**src/rtl/ctl_pkg.sv**
```systemverilog
// ctl_pkg: opcode constants, state encoding and control-field encodings for multicycle_control
package ctl_pkg;
  localparam logic [6:0] OP_R      = 7'b0110011;
  localparam logic [6:0] OP_IALU   = 7'b0010011;
  localparam logic [6:0] OP_LOAD   = 7'b0000011;
  localparam logic [6:0] OP_STORE  = 7'b0100011;
  localparam logic [6:0] OP_BRANCH = 7'b1100011;
  localparam logic [6:0] OP_JAL    = 7'b1101111;
  typedef enum logic [2:0] {
    S_IDLE = 3'd0, S_FETCH = 3'd1, S_DECODE = 3'd2, S_EXEC = 3'd3,
    S_MEM = 3'd4, S_WB = 3'd5, S_TRAP = 3'd7
  } state_e;
  typedef enum logic [2:0] {
    CLS_R, CLS_I, CLS_LOAD, CLS_STORE, CLS_BRANCH, CLS_JAL, CLS_ILL
  } cls_e;
  localparam logic [1:0] ALU_ADD = 2'b00;
  localparam logic [1:0] ALU_SUB = 2'b01;
  localparam logic [1:0] ALU_RF  = 2'b10;
  localparam logic [1:0] ALU_IF  = 2'b11;
  localparam logic [1:0] SRCA_PC    = 2'b00;
  localparam logic [1:0] SRCA_RS1   = 2'b01;
  localparam logic [1:0] SRCA_OLDPC = 2'b10;
  localparam logic [1:0] SRCB_RS2 = 2'b00;
  localparam logic [1:0] SRCB_4   = 2'b01;
  localparam logic [1:0] SRCB_IMM = 2'b10;
  localparam logic [1:0] PCS_RESULT = 2'b00;
  localparam logic [1:0] PCS_ALUOUT = 2'b01;
  localparam logic [1:0] WB_ALU = 2'b00;
  localparam logic [1:0] WB_MDR = 2'b01;
  localparam logic [1:0] WB_PC  = 2'b10;
  localparam logic [2:0] IMM_I = 3'b000;
  localparam logic [2:0] IMM_S = 3'b001;
  localparam logic [2:0] IMM_B = 3'b010;
  localparam logic [2:0] IMM_J = 3'b100;
endpackage

```
**src/rtl/mctl_decode.sv**
```systemverilog
// mctl_decode: combinational opcode/funct3 classifier with legality flag
module mctl_decode
  import ctl_pkg::*;
(
  input  logic [6:0] opcode,
  input  logic [2:0] funct3,
  output cls_e       cls,
  output logic       legal
);
  always_comb begin
    cls = opcode == OP_R      ? CLS_R      :
          opcode == OP_IALU   ? CLS_I      :
          opcode == OP_LOAD   ? CLS_LOAD   :
          opcode == OP_STORE  ? CLS_STORE  :
          opcode == OP_BRANCH ? CLS_BRANCH :
          opcode == OP_JAL    ? CLS_JAL    : CLS_ILL;
    // only BEQ/BNE are supported branches
    legal = cls != CLS_ILL && !(cls == CLS_BRANCH && funct3[2:1] != 2'b00);
  end
endmodule

```
**src/rtl/multicycle_control.sv**
```systemverilog
// multicycle_control: one-state-per-cycle RV32I-subset sequencer with memory timeout trap.
// Define MCTL_PERF_EN to add cycle_count/instret_count performance counters.
module multicycle_control
  import ctl_pkg::*;
#(
  parameter int MEM_TIMEOUT = 16
) (
  input  logic       clk,
  input  logic       rst,
  input  logic [6:0] opcode,
  input  logic [2:0] funct3,
  input  logic       zero,
  input  logic       mem_ready,
  output logic       pc_write,
  output logic       ir_write,
  output logic       i_or_d,
  output logic       mem_read,
  output logic       mem_write,
  output logic       reg_write,
  output logic [1:0] mem_to_reg,
  output logic [1:0] alu_src_a,
  output logic [1:0] alu_src_b,
  output logic [1:0] alu_op,
  output logic [1:0] pc_src,
  output logic [2:0] imm_type,
  output logic [2:0] state,
  output logic       trap,
  output logic       bus_error
`ifdef MCTL_PERF_EN
  ,
  output logic [31:0] cycle_count,
  output logic [31:0] instret_count
`endif
);
  localparam int CW = MEM_TIMEOUT > 1 ? $clog2(MEM_TIMEOUT + 1) : 1;
  state_e state_q, state_d;
  logic [CW-1:0] cnt_q, cnt_d;
  logic bus_error_q, bus_error_d;
  logic waiting, expired, taken, legal;
  cls_e cls;
  mctl_decode u_dec (.opcode(opcode), .funct3(funct3), .cls(cls), .legal(legal));
  always_comb begin
    waiting = (state_q == S_FETCH || state_q == S_MEM) && !mem_ready;
    // mem_ready has priority: expiry only fires on a cycle still waiting
    expired = MEM_TIMEOUT != 0 && waiting && cnt_q == CW'(MEM_TIMEOUT - 1);
    taken = zero ^ funct3[0];
    state_d = state_q;
    bus_error_d = bus_error_q;
    pc_write = 1'b0;
    ir_write = 1'b0;
    i_or_d = 1'b0;
    mem_read = 1'b0;
    mem_write = 1'b0;
    reg_write = 1'b0;
    mem_to_reg = WB_ALU;
    alu_src_a = SRCA_PC;
    alu_src_b = SRCB_RS2;
    alu_op = ALU_ADD;
    pc_src = PCS_RESULT;
    imm_type = IMM_I;
    case (state_q)
      S_IDLE: state_d = S_FETCH;
      S_FETCH: begin
        mem_read = 1'b1;
        alu_src_b = SRCB_4;
        ir_write = mem_ready;
        pc_write = mem_ready;
        state_d = mem_ready ? S_DECODE : expired ? S_TRAP : S_FETCH;
        bus_error_d = bus_error_q | expired;
      end
      S_DECODE: begin
        alu_src_a = SRCA_OLDPC;
        alu_src_b = SRCB_IMM;
        imm_type = cls == CLS_JAL ? IMM_J : IMM_B;
        state_d = legal ? S_EXEC : S_TRAP;
      end
      S_EXEC: begin
        case (cls)
          CLS_R: begin
            alu_src_a = SRCA_RS1;
            alu_op = ALU_RF;
            state_d = S_WB;
          end
          CLS_I: begin
            alu_src_a = SRCA_RS1;
            alu_src_b = SRCB_IMM;
            alu_op = ALU_IF;
            state_d = S_WB;
          end
          CLS_LOAD, CLS_STORE: begin
            alu_src_a = SRCA_RS1;
            alu_src_b = SRCB_IMM;
            imm_type = cls == CLS_STORE ? IMM_S : IMM_I;
            state_d = S_MEM;
          end
          CLS_BRANCH: begin
            alu_src_a = SRCA_RS1;
            alu_op = ALU_SUB;
            pc_write = taken;
            pc_src = taken ? PCS_ALUOUT : PCS_RESULT;
            state_d = S_FETCH;
          end
          CLS_JAL: begin
            reg_write = 1'b1;
            mem_to_reg = WB_PC;
            pc_write = 1'b1;
            pc_src = PCS_ALUOUT;
            state_d = S_FETCH;
          end
          default: state_d = S_TRAP;
        endcase
      end
      S_MEM: begin
        i_or_d = 1'b1;
        mem_read = cls == CLS_LOAD;
        mem_write = cls == CLS_STORE;
        state_d = mem_ready ? (cls == CLS_LOAD ? S_WB : S_FETCH) : expired ? S_TRAP : S_MEM;
        bus_error_d = bus_error_q | expired;
      end
      S_WB: begin
        reg_write = 1'b1;
        mem_to_reg = cls == CLS_LOAD ? WB_MDR : WB_ALU;
        state_d = S_FETCH;
      end
      S_TRAP: state_d = S_TRAP;
      default: state_d = S_IDLE;
    endcase
    cnt_d = state_d != state_q ? '0 : (waiting && ~&cnt_q) ? cnt_q + 1'b1 : cnt_q;
  end
  always_ff @(posedge clk or posedge rst)
    if (rst) begin
      state_q <= S_IDLE;
      cnt_q <= '0;
      bus_error_q <= 1'b0;
    end else begin
      state_q <= state_d;
      cnt_q <= cnt_d;
      bus_error_q <= bus_error_d;
    end
  assign state = state_q;
  assign trap = state_q == S_TRAP;
  assign bus_error = bus_error_q;
`ifdef MCTL_PERF_EN
  logic [31:0] cycle_count_q, cycle_count_d, instret_count_q, instret_count_d;
  always_comb begin
    cycle_count_d = cycle_count_q + 32'((state_q != S_IDLE && state_q != S_TRAP) ? 1 : 0);
    instret_count_d = instret_count_q + 32'((state_d == S_FETCH &&
      (state_q == S_EXEC || state_q == S_MEM || state_q == S_WB)) ? 1 : 0);
  end
  always_ff @(posedge clk or posedge rst)
    if (rst) begin
      cycle_count_q <= '0;
      instret_count_q <= '0;
    end else begin
      cycle_count_q <= cycle_count_d;
      instret_count_q <= instret_count_d;
    end
  assign cycle_count = cycle_count_q;
  assign instret_count = instret_count_q;
`endif
endmodule

```
**config.mk**
```make
export PLATFORM = sky130hd
export DESIGN_NAME = multicycle_control
export DESIGN_NICKNAME = d
export VERILOG_FILES = /design/src/rtl/ctl_pkg.sv /design/src/rtl/mctl_decode.sv /design/src/rtl/multicycle_control.sv
export SDC_FILE = /design/constraint.sdc
export NUM_CORES = 1
export LEC_CHECK = 0
export ABC_AREA = 1
export CAP_MARGIN = 0
export CORE_AREA = 2 2 58 55
export DETAILED_ROUTE_END_ITERATION = 7
export DIE_AREA = 0 0 60 57
export PLACE_DENSITY = 0.76
export SLEW_MARGIN = 30
export SYNTH_ARGS = -nofsm -noshare
export SYNTH_HDL_FRONTEND = slang
export SYNTH_SLANG_ARGS = --single-unit
```
**constraint.sdc**
```tcl
create_clock -name clk -period 2.7 [get_ports clk]
set_input_delay 0.675 -clock clk [delete_from_list [all_inputs] [get_ports clk]]
set_output_delay 0.675 -clock clk [all_outputs]
set_load 0.05 [all_outputs]
```
# After elaboration in Yosys (flattened, before gate mapping)
# Index checks and enable logic that the tools add are counted.
# word_totals
register_bits,9
latch_bits,0
ram_bits,0
romBits,0
input_bits,14
wordCells,87
mem_count,0
# op_classes
n_addsub,1
multipliers,0
n_div,0
magnitude_cmp,0
n_eq_ne,20
shifts,0
muxes,40
n_bitwise,2
n_reduce_logical,21
# ops
operator,count
2-to-1 mux 3 bit,11
case mux 3 bit (6 select lines),1
== test 3 bit (second input constant),5
== test 7 x 6 -> 1 bit (second input constant),2
== test 7 bit (second input constant),2
== test 3 x 2 -> 1 bit (second input constant),4
case mux 2 bit (3 select lines),2
2-to-1 mux 1 bit,10
2-to-1 mux 2 bit,5
2-to-1 mux 5 bit,2
case mux 1 bit (2 select lines),5
OR reduction 2 bit,5
case mux 3 bit (3 select lines),1
case mux 2 bit (2 select lines),2
== test 7 x 2 -> 1 bit (second input constant),1
== test 7 x 5 -> 1 bit (second input constant),1
== test 3 x 1 -> 1 bit (second input constant),2
logical NOT 3 bit,2
case mux 3 bit (2 select lines),1
adder 5 x 1 -> 5 bit (second input constant),1
== test 5 x 4 -> 1 bit (second input constant),1
logical AND 1 bit,5
AND reduction 5 bit,1
OR reduction 5 bit,1
other kinds (8),11

# Depth between registers and ports, before layout
# depth
word_depth,15
depth_mapped,13
ltp_nobuf,13

# Cells and area by module
# Synthesis repeated with hierarchy kept, for this count alone.
# unflattened
hier_cells,170
area_unflattened_um2,1206.2
# modules_own_cells
mod,n_inst,cells_per_inst,area_per_inst_um2,seq_area_each_um2
multicycle_control,1,141,1054.8,225.2
mctl_decode,1,29,151.4,0.0

# Worst setup path before layout
# Ideal clock, no wire load.
# synth_timing
kind,register -> output
from,reg state_q[0] (netlist: state[0])
to,out alu_op[0]
arrival_time_ns,3.168
slack_ns,-1.143
path_stages_with_launch,7
n_path_buf,1
path_cell_list,dfrtp_1 -> buf_6 -> nand2_2 -> nor2_4 -> inv_2 -> a21oi_1 -> a21boi_0
# synth_via
elab_chain_len,2
# synth_rtl
element,line_no,source
from (decl),multicycle_control.sv:36,"state_e state_q, state_d;"
from (signal assigned),multicycle_control.sv:136,state_q <= state_d;
== test 3 x 2 -> 1 bit,multicycle_control.sv:61,case (state_q)
2-to-1 mux 2 bit,multicycle_control.sv:61,
to (decl),multicycle_control.sv:23,"output logic [1:0] alu_op,"
# No other way between the ends.

# Worst setup path after layout
# layout_timing
from,in opcode[6]
to,out alu_op[0]
# layout_via
elab_chain_len,10
# layout_rtl
element,line_no,source
from (decl),multicycle_control.sv:10,"input logic [6:0] opcode,"
== test 7 bit,mctl_decode.sv:16,opcode == OP_JAL ? CLS_JAL : CLS_ILL;
2-to-1 mux 2 bit,mctl_decode.sv:16,
2-to-1 mux 3 bit,mctl_decode.sv:15,opcode == OP_BRANCH ? CLS_BRANCH :
2-to-1 mux 3 bit,mctl_decode.sv:14,opcode == OP_STORE ? CLS_STORE :
2-to-1 mux 3 bit,mctl_decode.sv:13,opcode == OP_LOAD ? CLS_LOAD :
2-to-1 mux 3 bit,mctl_decode.sv:12,opcode == OP_IALU ? CLS_I :
2-to-1 mux 3 bit *,mctl_decode.sv:11,cls = opcode == OP_R ? CLS_R :
== test 3 bit (tied with other cells),multicycle_control.sv:78,case (cls)
case mux 2 bit (3 select lines) *,multicycle_control.sv:78,
2-to-1 mux 2 bit *,multicycle_control.sv:61,
# Mark *: on every way between the ends. The rest lies on a longest branch, timed or not.

==> results.md <==
- Status: completed
- Ant diodes: 0
- Register area share after synthesis: 0.208
- Rel. slew slack: 0.665
- Crit. Startpoint: opcode[6]
- FFs w/ async S/R, synth: 1.00
- Vias in the first global route: 1233
- Critical path class: input port to output port
- CTS tree: done
- Total gr overflow: 0
- Synth Register Bits: 9
- WL final: 3310 um
- Critical path data arrival time: 1.97 ns
- Commonest non-fill, non-tap cell in the layout: buf_4
- DRC violations left: 0
- Root buffer cell: clkbuf_4
- CTS sink count: 9
- Max-cap violations: 0
- Die width: 60 um
- Overall Global Routing Usage: 0.209
- Starting Density: 0.376
- Total number of vias: 1234
- Clock Skew: 0.00296 ns
- Vias/cell: 4.90
- H-Tree Level Count: 1
- Synth cell types: 38
- Pin count of the biggest net entering global routing: 10
- Slew of the pin with the lowest slew margin: 0.503 ns
- R2r startpoint: cnt_q[0]
- Layout Nets: 228
- Initial antenna violation count: 0
- Num CTS Buffers: 3
- Worst skew pair latency: 0.26 ns
- Min Tclk post-route: 2.65 ns
- Crit path required time: 2.03 ns
- First-pass GRT wire length: 5500 um
- P_leak: 0.909 nW
- Setup WS post-layout: 0.0548 ns
- Commonest non-fill, non-tap cells in the layout: buf_4, nand2_1, buf_12
- WHS Path Cells: 1
- Post-route ant nets: 0
- Setup Viol. Count Final: 0
- Syn Area/Cell: 7.51 um2
- CP Max Fanout: 3
- Top-level port count: 38
- Detailed Place HPWL: 2690 um
- Clock transition at the registers of the reported paths: 0.06 ns
- Top FF cell, synth: dfrtp_1
- WHS: 0.479 ns
- Setup slack at placement: -0.411 ns
- DR WL/cell: 13.1 um
- VDD IR max: 0.385 mV
- Post-synth EDFFs: 0
- Layout cells sized above 1: 0.590
- Die area: 3420 um2
- CTS max path bufs: 2
- Drt initial violations: 27
- Synth-to-Final Area Change: 80.0%
- Hold Startpoint: bus_error
- Synth Net Count: 161
- Post-Syn Area: 1080 um2
- # rows: 19
- Startpoint Class: input port
- Cell Pwr Density: 840 nW/um2
- RSZ-0062 raised after global routing: yes
- Setup crit end kind: output port
- Hold Crit Class: flop to flop
- Max Freq: 378 MHz
- Die height: 57 um
- Gpl congestion: 0.885
- Port bufs: 36
- Initial DRT Pass Iterations: 4
- Fin. max-slew vios: 0
- Worst R2R Path Depth: 11
- Synthesis warning total: 0
- Final Hold Vio Count: 0
- Mapped Cells: 144
- Period utilisation layout: 0.980
- Core box area: 2880 um2
## worst max-delay path, cell delays in order
cell           delay, ns
dlygate4sd2_1       0.28
inv_2               0.10
nand3_4             0.10
inv_2               0.08
o21ai_2             0.06
a22oi_2             0.23
o21ai_2             0.12
a21boi_4            0.17
buf_12              0.15
## cells by family (layout without fill, tap and decap cells)
kind of cell / count (synthesis) / after routing / share of synthesized area
XOR/XNOR: 4 / 4 / 0.0324
flip-flops: 9 / 9 / 0.208
multiplexers: 2 / 2 / 0.0197
other: 1 / 1 / 0.00347
buffers and inverters: 28 / 94 / 0.120
AND/OR/NAND/NOR: 80 / 80 / 0.473
adder cells (fa/ha/maj): 3 / 3 / 0.0347
AO/OA/AOI/OAI: 17 / 17 / 0.108
## state kept, by name (all words and copies together), names as in the netlist
name / cells
cnt_q: 5
state: 3
bus_error: 1
## metrics by stage
| stage | utilization | TNS (ns) | cells | cell area (um2) | power [W] |
|---|---|---|---|---|---|
| finish | 0.676 | 0 | 252 | 1950 | 0.00163 |
| global route | 0.676 | -0.0478 | 252 | 1950 | 0.00174 |
| CTS | 0.670 | 0 | 252 | 1930 | 0.00164 |
| detailed placement | 0.638 | -1.54 | 245 | 1840 | 0.00153 |
| global placement | 0.638 | -1.02 | 245 | 1840 | 0.00149 |
| floorplan | - | -0.190 | 144 | 1120 | 0.00117 |
## cells in the mapped netlist, types with 3 or more instances
cell type  instances  area share
nor2_2             7       0.041
nand2_1           16       0.056
inv_1             13       0.045
nand2_4            4       0.042
nor2_1            13       0.045
a21oi_1            3       0.014
nand3_1            8       0.037
nor2_4             6       0.062
nand3_2            6       0.056
o21ai_0            6       0.028
ha_1               3       0.035
xor2_1             3       0.024
nand4_1            4       0.023
nand2_2           10       0.058
dfrtp_1            9        0.21
inv_2              9       0.031
## cell type report
class | count | area, um2
fillers | 218 | 931
multi-input cells | 107 | 832
repair buffers | 65 | 709
flip-flops and latches | 9 | 225
inverters | 25 | 100
well taps | 42 | 52.6
clock buffers | 4 | 26.3
## repair_timing
item | 4_1_cts | 5_1_grt
hold buffers | 0 | 0
pin swaps | 7 | 6
setup buffers | 3 | 0
endpoints found under the setup margin | 11 | 4
gates resized for setup | 26 | 8
## power breakdown
group          internal, W  total [W]  switching, W
sequential        0.000163   0.000230     0.0000668
clock            0.0000568   0.000101     0.0000440
combinational     0.000472    0.00130      0.000831
total             0.000692    0.00163      0.000942
## routing by layer
metal | wire, um | up-vias | track usage
li1 | - | 595 | -
met1 | 1200 | 588 | 0.257
met2 | 1870 | 45 | 0.382
met3 | 202 | 6 | 0.0408
met4 | 38 | 0 | 0.0286
met5 | 0 | - | 0
## worst paths after layout
check / to / slack (ns)
max reg2reg: cnt_q[2] / 0.71
max: alu_op[0] / 0.05
min: bus_error / 0.48
min in group asynchronous: cnt_q[3] / 0.68
max in group asynchronous: cnt_q[0] / 1.77
min reg2reg: bus_error / 0.48
Note: power is estimated with default switching activity, not from simulation.
